===== config.mk =====
export PLATFORM = sky130hd
export DESIGN_NAME = mdu
export DESIGN_NICKNAME = d
export VERILOG_FILES = /design/src/rtl/mdu_pkg.sv /design/src/rtl/mdu_step.sv /design/src/rtl/mdu.sv
export SDC_FILE = /design/constraint.sdc
export NUM_CORES = 1
export LEC_CHECK = 0
export BUFFER_PORTS_ARGS = -buffer_cell sky130_fd_sc_hd__clkbuf_2
export CORE_MARGIN = 3
export CORE_UTILIZATION = 53
export CTS_CLUSTER_DIAMETER = 30
export DETAILED_ROUTE_END_ITERATION = 8
export MAX_ROUTING_LAYER = met4
export PLACE_DENSITY = 0.72
export SYNTH_ARGS = -nofsm -noshare
export SYNTH_HDL_FRONTEND = slang
export SYNTH_SLANG_ARGS = --single-unit

===== constraint.sdc =====
create_clock -name clk -period 4.3 [get_ports clk]
set_clock_uncertainty 0.05 [all_clocks]
set_input_delay 0.215 -clock clk [delete_from_list [all_inputs] [get_ports clk]]
set_output_delay 0.215 -clock clk [all_outputs]
set_load 0.01 [all_outputs]

===== src/rtl/mdu_pkg.sv =====
// Shared definitions for the multiply/divide unit: op encodings and op-class helpers.
package mdu_pkg;

  localparam logic [2:0] MDU_MULT  = 3'd0;
  localparam logic [2:0] MDU_MULTU = 3'd1;
  localparam logic [2:0] MDU_DIV   = 3'd2;
  localparam logic [2:0] MDU_DIVU  = 3'd3;
  localparam logic [2:0] MDU_MTHI  = 3'd4;
  localparam logic [2:0] MDU_MTLO  = 3'd5;

  function automatic logic op_is_iter(input logic [2:0] op);
    return op[2] == 1'b0;
  endfunction

  function automatic logic op_is_div(input logic [2:0] op);
    return op == MDU_DIV || op == MDU_DIVU;
  endfunction

  function automatic logic op_is_signed(input logic [2:0] op);
    return op == MDU_MULT || op == MDU_DIV;
  endfunction

endpackage


===== src/rtl/mdu_step.sv =====
// One iteration of the MDU datapath: a shift-add multiply step or a restoring divide step.
module mdu_step #(
  parameter int WIDTH = 32
) (
  input  logic               div,
  input  logic [2*WIDTH-1:0] acc,
  input  logic [WIDTH-1:0]   m,
  output logic [2*WIDTH-1:0] nxt
);

  logic [WIDTH-1:0] hi_w, lo_w;
  logic [WIDTH:0]   sum;
  logic [WIDTH:0]   shifted;
  logic             ge;

  assign hi_w = acc[2*WIDTH-1:WIDTH];
  assign lo_w = acc[WIDTH-1:0];

  // Multiply keeps {partial product, remaining multiplier bits}; carry shifts into the top.
  assign sum = {1'b0, hi_w} + (lo_w[0] ? {1'b0, m} : '0);

  // Divide keeps {remainder, dividend bits shifting into quotient bits}.
  assign shifted = {hi_w, lo_w[WIDTH-1]};
  assign ge      = shifted >= {1'b0, m};

  always_comb begin
    nxt = {sum, lo_w[WIDTH-1:1]};
    if (div) begin
      // A successful trial leaves remainder < m, so W-bit subtraction is exact.
      nxt = {ge ? (shifted[WIDTH-1:0] - m) : shifted[WIDTH-1:0],
             lo_w[WIDTH-2:0], ge};
    end
  end

endmodule


===== src/rtl/mdu.sv =====
// Iterative multiply/divide unit with HI/LO registers, busy/done handshake and kill flush.
module mdu
  import mdu_pkg::*;
#(
  parameter int WIDTH = 32
) (
  input  logic             clk,
  input  logic             rstn,
  input  logic             start,
  input  logic [2:0]       op,
  input  logic [WIDTH-1:0] A,
  input  logic [WIDTH-1:0] B,
  input  logic             kill,
  output logic             busy,
  output logic             done,
  output logic             dz,
  output logic [WIDTH-1:0] hi,
  output logic [WIDTH-1:0] lo
);

  localparam int CW = $clog2(WIDTH + 1);

  localparam logic [1:0] S_IDLE = 2'd0;
  localparam logic [1:0] S_RUN  = 2'd1;
  localparam logic [1:0] S_FIX  = 2'd2;

  logic [1:0]         state;
  logic [CW-1:0]      cnt;
  logic [2*WIDTH-1:0] acc, acc_nxt;
  logic [WIDTH-1:0]   m_q, a_q;
  logic               div_q, neg_res, neg_rem, dz_pend;
  logic [WIDTH-1:0]   fix_hi, fix_lo;
  logic               sgn, accept;
  logic [WIDTH-1:0]   a_mag, b_mag;

  assign busy   = state != S_IDLE;
  assign sgn    = op_is_signed(op);
  assign a_mag  = (sgn && A[WIDTH-1]) ? -A : A;
  assign b_mag  = (sgn && B[WIDTH-1]) ? -B : B;
  assign accept = state == S_IDLE && start && !kill;

  mdu_step #(.WIDTH(WIDTH)) u_step (
    .div (div_q),
    .acc (acc),
    .m   (m_q),
    .nxt (acc_nxt)
  );

  // Final sign correction; divide-by-zero bypasses it and reports A / all-ones.
  always_comb begin
    fix_hi = acc[2*WIDTH-1:WIDTH];
    fix_lo = acc[WIDTH-1:0];
    if (div_q) begin
      if (dz_pend) begin
        fix_hi = a_q;
        fix_lo = '1;
      end else begin
        if (neg_res) fix_lo = -acc[WIDTH-1:0];
        if (neg_rem) fix_hi = -acc[2*WIDTH-1:WIDTH];
      end
    end else if (neg_res) begin
      {fix_hi, fix_lo} = -acc;
    end
  end

  always_ff @(posedge clk or negedge rstn) begin
    if (!rstn) begin
      state   <= S_IDLE;
      cnt     <= '0;
      acc     <= '0;
      m_q     <= '0;
      a_q     <= '0;
      div_q   <= 1'b0;
      neg_res <= 1'b0;
      neg_rem <= 1'b0;
      dz_pend <= 1'b0;
      hi      <= '0;
      lo      <= '0;
      done    <= 1'b0;
      dz      <= 1'b0;
    end else begin
      done <= 1'b0;
      case (state)
        S_IDLE: begin
          if (accept) begin
            if (op_is_iter(op)) begin
              acc     <= {{WIDTH{1'b0}}, a_mag};
              m_q     <= b_mag;
              a_q     <= A;
              div_q   <= op_is_div(op);
              neg_res <= sgn && (A[WIDTH-1] ^ B[WIDTH-1]);
              neg_rem <= op == MDU_DIV && A[WIDTH-1];
              dz_pend <= op_is_div(op) && B == '0;
              cnt     <= CW'(WIDTH);
              state   <= S_RUN;
            end else if (op == MDU_MTHI || op == MDU_MTLO) begin
              if (op == MDU_MTHI) hi <= A;
              else                lo <= A;
              done <= 1'b1;
              dz   <= 1'b0;
            end
          end
        end
        S_RUN: begin
          if (kill) begin
            state <= S_IDLE;
          end else begin
            acc <= acc_nxt;
            cnt <= cnt - CW'(1);
            if (cnt == CW'(1)) state <= S_FIX;
          end
        end
        S_FIX: begin
          state <= S_IDLE;
          if (!kill) begin
            hi   <= fix_hi;
            lo   <= fix_lo;
            dz   <= div_q && dz_pend;
            done <= 1'b1;
          end
        end
        default: state <= S_IDLE;
      endcase
    end
  end

endmodule


-- Word-level counts from Yosys, hierarchy flattened
Index checks and enable logic that the tools add are counted.
- bitwise operators: 2
- multiplexer cells: 48
- $add $sub $neg: 8
- reductions and logical operators: 24
- $lt $le $gt $ge: 1
- eq/ne operators: 16
- operators with widths (kind ; count):
    32-bit two-way mux ; 22
    64-bit two-way mux ; 4
    32-bit negation ; 4
    32-bit one-hot mux with 2 select lines ; 2
    64-bit one-hot mux with 2 select lines ; 1
    64-bit negation ; 1
    32-bit by 33-bit adder with 33-bit output ; 1
    33-bit by 32-bit >= comparator with 1-bit output ; 1
    32-bit zero test ; 1
    32-bit subtractor ; 1
    6-bit two-way mux ; 3
    2-bit != test, second input constant ; 6
    6-bit one-hot mux with 2 select lines ; 1
    6-bit AND reduction ; 2
    1-bit logical AND ; 8
    1-bit two-way mux ; 8
    2-bit two-way mux ; 4
    3-bit by 2-bit equality test with 1-bit output, second input constant ; 2
    3-bit equality test, second input constant ; 2
    6-bit by 1-bit equality test with 1-bit output, second input constant ; 1
    3-bit AND reduction ; 2
    2-bit nonzero test ; 3
    6-bit by 1-bit subtractor with 6-bit output, second input constant ; 1
    5-bit AND reduction ; 1
    13 further kinds ; 17
- bits in registers: 206
- output and inout bits: 67

-- Logic depth before layout (Yosys ltp)
- word-level depth: 7
- mapped depth: 15
- depth with buffers taken out: 13

-- Hierarchy
A second synthesis with hierarchy kept.
- cell total of the unflattened synthesis: 2235
- area, all modules: 17128.9 µm²
- by module, submodules not included (module ; seq. area each (µm²) ; cells each ; area each (µm²) ; instances):
    mdu ; 5154.9 ; 1538 ; 12365.6 ; 1
    mdu_step ; 0.0 ; 697 ; 4763.3 ; 1

-- Worst setup path after synthesis
Ideal clock, no wire load.
- kind: register -> register
- from: register acc[0]
- to: register hi[0]
- path buffers: 2
- data required time: 4.126 ns
- arrival time: 3.242 ns
- stages on the path, launching flop included: 13
- library setup time: 0.124 ns
- path slack: 0.884 ns
- cells stage by stage: dfrtp_1 > clkbuf_1 > inv_1 > clkbuf_1 > ha_1 > or3b_2 > or3_4 > or4_4 > nor2_1 > nor2_1 > nor3_1 > a211oi_1 > a211o_1
- cells in the longest elaborated chain, start to end: 5
- RTL lines (what ; line ; text):
    start, declared ; mdu.sv:29 ; logic [2*WIDTH-1:0] acc, acc_nxt;
    start signal, assigned ; mdu.sv:87 ; acc <= {{WIDTH{1'b0}}, a_mag};
    start signal, assigned ; mdu.sv:108 ; acc <= acc_nxt;
    64-bit negation ; mdu.sv:62 ; {fix_hi, fix_lo} = -acc;
    32-bit two-way mux ; mdu.sv:61 ; end else if (neg_res) begin
    32-bit two-way mux ; mdu.sv:53 ; if (div_q) begin
    32-bit two-way mux ; mdu.sv:115 ; if (!kill) begin
    32-bit one-hot mux with 2 select lines ; mdu.sv:83 ; case (state)
    end signal, assigned ; mdu.sv:116 ; hi <= fix_hi;
    end, declared ; mdu.sv:17 ; output logic [WIDTH-1:0] hi,
Every way passes these cells. The select of a mux whose other input is x is not followed.
A chain may end at the register's enable or synchronous reset.

-- Worst setup path in the final report
- from: register acc[0]
- to: register acc[55]
- cells in the longest elaborated chain, start to end: 5
- RTL lines (what ; line ; text):
    32-bit two-way mux ; mdu_step.sv:20 ; assign sum = {1'b0, hi_w} + (lo_w[0] ? {1'b0, m} : '0);
    32-bit by 33-bit adder with 33-bit output ; mdu_step.sv:20 ;
    64-bit two-way mux ; mdu_step.sv:28 ; if (div) begin
    64-bit two-way mux ; mdu.sv:105 ; if (kill) begin
    64-bit one-hot mux with 2 select lines ; mdu.sv:83 ;
Every way passes these cells. The select of a mux whose other input is x is not followed.

==> impl.org <==
** Layout
- Leading cell type in the layout, fill and taps excluded :: nand2_1
- Fillers :: 2570
- Storage element area :: 5160 um2
- The number of antenna diodes in the final layout is 0.
- Growth of design area from synthesis to finish :: 23.0%
- Count of nets after finishing :: 2474
- The post-route netlist has 13.7% of its cells at a drive strength greater than 1.
- Top library cells by usage in the layout, fill and taps aside :: 345 x nand2_1, 254 x o21ai_0, 205 x dfrtp_1
- In the final layout, the multi-input gates occupy 10700 um2.
- Once layout is complete, the utilization of the core stands at 66.7%.
- The count of cells in the finished layout, fillers not included, comes to 2772.

** Setup path
- The worst register-to-register path ends at acc[55].
- The critical path in this run is classified as reg -> reg.
- Along the worst path, the maximum fanout reaches 10.
- On the critical path, the stage with the largest delay is an instance of a21boi_0.
- The worst register-to-register path has a depth of 13.
- Cell breakdown of the critical path :: inv_1 -> buf_4 -> nor2_1 -> ha_1 -> nor2b_1 -> o2111ai_1 -> a31oi_1 -> and4_1 -> o21ai_0 -> a21boi_0 -> o21ai_0 -> a32oi_1 -> o21ai_0
- Required time at the endpoint of the critical path :: 4.69 ns
- Crit path arrival time :: 4.11 ns
- In this design, the stage delay of the slowest critical-path cell is 0.43 ns.
- Crit. End Element :: flop
- Launching element type of the critical path :: flop
- Counting stages on the worst path, the most repeated cell is o21ai_0.
- Across all register-to-register paths, the minimum setup slack is 0.58 ns.
- Launching point of the worst reg2reg path :: acc[0]

** Global route
- Entering global routing, the biggest net connects 100 pins.
- GRT Overall Usage :: 38.3%
- Initial antenna violation count :: 0
- The first global-routing pass estimated 97.9 mm of wire.
- Number of global-route vias before repair :: 17000
- Remaining global-route overflow :: 0

** Synthesis
- In the synthesized netlist, the number of instances is 2162.
- Sequential element share of the synthesized area :: 30.9%
- Dominant register cell in the synthesized netlist :: dfrtp_1
- The mapped netlist covers 16700 um2.
- Synthesized Nets :: 2305
- The synthesized design contains 0 enable-type register cells.
- Yosys cell types :: 80
- Total of flip-flops plus latches after synthesis :: 206
- Ys Warns :: 0
- Proportion of register bits with asynchronous set or reset after synthesis :: 100%
- After synthesis, the mean cell area works out to 7.71 um2.

** Pwr
- The design draws 15.1 mW.
- For this design the total switching power over the nets is 6.49 mW.
- In this run the power density over the cells is 738 nW/um2.
- VDD sags by at most 379 uV.
- The share of total power dissipated in the clock network is 30.6%.
- Leak :: 9.25 nW
- Power share of the sequential group :: 21.9%
- Switching portion of total power :: 42.9%
- Combinational Power Share :: 47.5%
- The internal power of the cells totals 8.64 mW.

** Place
- Number of port buffers :: 137
- Gpl congestion :: 0.993
- DPL Wire Length :: 46.1 mm
- After detailed placement, the design holds a cell count of 2605.

** STA
- Final Max Tran Viols :: 0
- Final critical-path share of the clock period :: 86.5%
- Setup total negative slack on the finished layout was measured at 0 ns.
- The routed design could run at a clock period as short as 3.72 ns.
- Setup repair after global routing left no endpoint under its margin.
- The number of hold violations in the final report was 0.
- Total of endpoints with negative setup slack in the final report :: 0
- At the pin with the least slew margin, the transition time is 1.20 ns.
- Maximum clock frequency :: 269 MHz
- Slew HR :: 19.8%

** CTS
- Counting the buffers created by CTS gives 55.
- Number of resized instances in the post-cts repair step :: 0
- CTS placed an instance of clkbuf_16 at the clock tree root.
- Clock latency at the later pin of the worst-skew pair :: 0.59 ns
- Number of clock sinks :: 206
- Reg clk slew, reported paths :: 0.05 ns
- In this run the deepest clock path goes through 3 buffers.
- The clock tree synthesis step divided the H-tree into 2 levels.
- TritonCTS built the clock tree.

** Run
- Across the run, the number of max-cap violations was 0.

** Detailed routing
- Detail-routed via count per cell :: 6.35
- Once detail routing completed, the nets flagged for antenna violations numbered 0.
- The routed design has 63.1 mm of wire.
- DRC viols :: 0
- Before antenna repair, the detailed router went through 5 iterations.
- In this run, the number of DRC markers left after iteration 0 of detailed routing was 1869.
- After detailed routing, the average wire length per cell comes to 22.8 um.
- The routed layout has 17600 vias.

** Floorplanning
- 138 I/O pins were placed.
- DIE HEIGHT :: 183 um
- Area of the core :: 30700 um2
- The die covers 33600 um2.
- Row generation in the floorplan step produced 64 rows.
- The initial utilization of the core area, before any placement, comes to 54.2%.
- From left edge to right edge, the die measures 183 um.

** Run status
- The run finished with clean final reports.

** Hold path
- In this run the most critical hold path is launched from A[19].
- Along the worst hold path, the cell count comes to 3.
- Min-Delay Path Class :: in -> reg
- Worst hold endpoint :: a_q[19]
==> power by group through the flow <==
stage,sequential (mW),clock [mW],combinational [mW]
6_report,3.31,4.63,7.19
5_1_grt,3.38,4.76,7.83
4_1_cts,3.27,4.65,7.04
3_5_place_dp,3.29,0,6.95
3_3_place_gp,3.27,0,6.92
2_1_floorplan,3.05,0,4.89
==> cell type report <==
| cell class | instances | area share, % |
|---|---|---|
| inverters | 79 | 1.45 |
| repair buffers | 258 | 8.67 |
| clock inverters | 36 | 2.83 |
| multi-input cells | 1731 | 52.1 |
| flip-flops and latches | 206 | 25.2 |
| well taps | 396 | 2.42 |
| clock buffers | 66 | 7.31 |
==> per-layer routing <==
metal / vias to the layer above / global-route usage (%) / part of all wire [%]
met4: 0 / 17.2 / 5.1
met3: 191 / 5.32 / 8.8
li1: 8116 / - / -
met2: 983 / 60.0 / 45
met1: 8311 / 49.5 / 41
met5: - / - / 0
==> cells in the mapped netlist, types with 8 or more instances <==
library cell	n	share of area, %
nand2_1	346	7.8
o21ai_0	254	7.6
dfrtp_1	206	31
nor2_1	144	3.2
a21oi_1	130	3.9
clkbuf_1	130	2.9
xnor2_1	108	5.7
inv_1	79	1.8
ha_1	70	5.3
xor2_1	66	3.5
nand3_1	53	1.6
mux2i_1	52	3.1
o22ai_1	44	1.7
a21o_1	38	1.7
nor3_1	37	1.1
o31ai_1	28	1.3
or3_1	28	1.1
a31oi_1	27	1.0
nor4_1	21	0.79
o211ai_1	19	0.86
a211oi_1	18	0.81
o21a_1	17	0.77
or4_1	17	0.77
and3_1	12	0.45
o21bai_1	12	0.54
nand4_1	11	0.41
or2_2	11	0.41
and2_1	10	0.38
nand2b_1	10	0.38
a22oi_1	9	0.41
buf_1	9	0.20
o41ai_1	9	0.47
nor2b_1	8	0.30
o2111ai_1	8	0.42
==> timing repair <==
item,in CTS,in global routing
hold buffers,65,0
buffers inserted,0,0
endpoints found under the hold margin,169,0
==> flip-flops by register name, indices dropped and copies added (netlist names) <==
name	count
dz	1
a_q	32
dz_pend	1
neg_res	1
div_q	1
neg_rem	1
cnt	6
acc	64
m_q	32
lo	32
hi	32
done	1
state	2
==> through the flow <==
stage / hold slack [ns] / cell area [um2] / worst slack [ns]
after floorplan: -0.131 / 16700 / 0.884
after global placement: 0.311 / 17800 / 0.678
after detailed placement: 0.319 / 17800 / 0.706
after CTS: 0.0226 / 20500 / 0.694
after global routing: 0.0433 / 20500 / 0.373
final: 0.0435 / 20500 / 0.581
==> critical path, delay by kind of cell (launching register included) <==
kind,cells,cell delay [ns]
AO/OA/AOI/OAI,7,1.54
adder cells (fa/ha/maj),1,0.35
flip-flops,1,0.37
buffers and inverters,2,0.61
AND/OR/NAND/NOR,3,0.65
==> kinds of logic (layout without fill, tap and decap cells) <==
group | Yosys count | count (layout) | share of synthesized area, %
adders and majority gates | 72 | 72 | 5.50
DFF | 206 | 206 | 30.9
and+or+nand+nor | 743 | 743 | 20.6
xor gates and xnor gates | 174 | 174 | 9.15
muxes | 55 | 55 | 3.33
AOI/OAI and AO/OA | 687 | 687 | 25.4
buffers and inverters | 225 | 439 | 5.17
==> worst max path at each step <==
stage          startpoint  endpoint  slack (ns)  cells after the start
5_1_grt            acc[0]   acc[55]        0.37                     13
3_5_place_dp      acc[50]   acc[34]        0.71                     10
2_1_floorplan      acc[0]     hi[0]        0.88                     12
4_1_cts            acc[0]   acc[55]        0.69                     12
3_3_place_gp       acc[0]   acc[55]        0.68                     12
6_report           acc[0]   acc[55]        0.58                     13
Power figures use the tool's default switching activity.
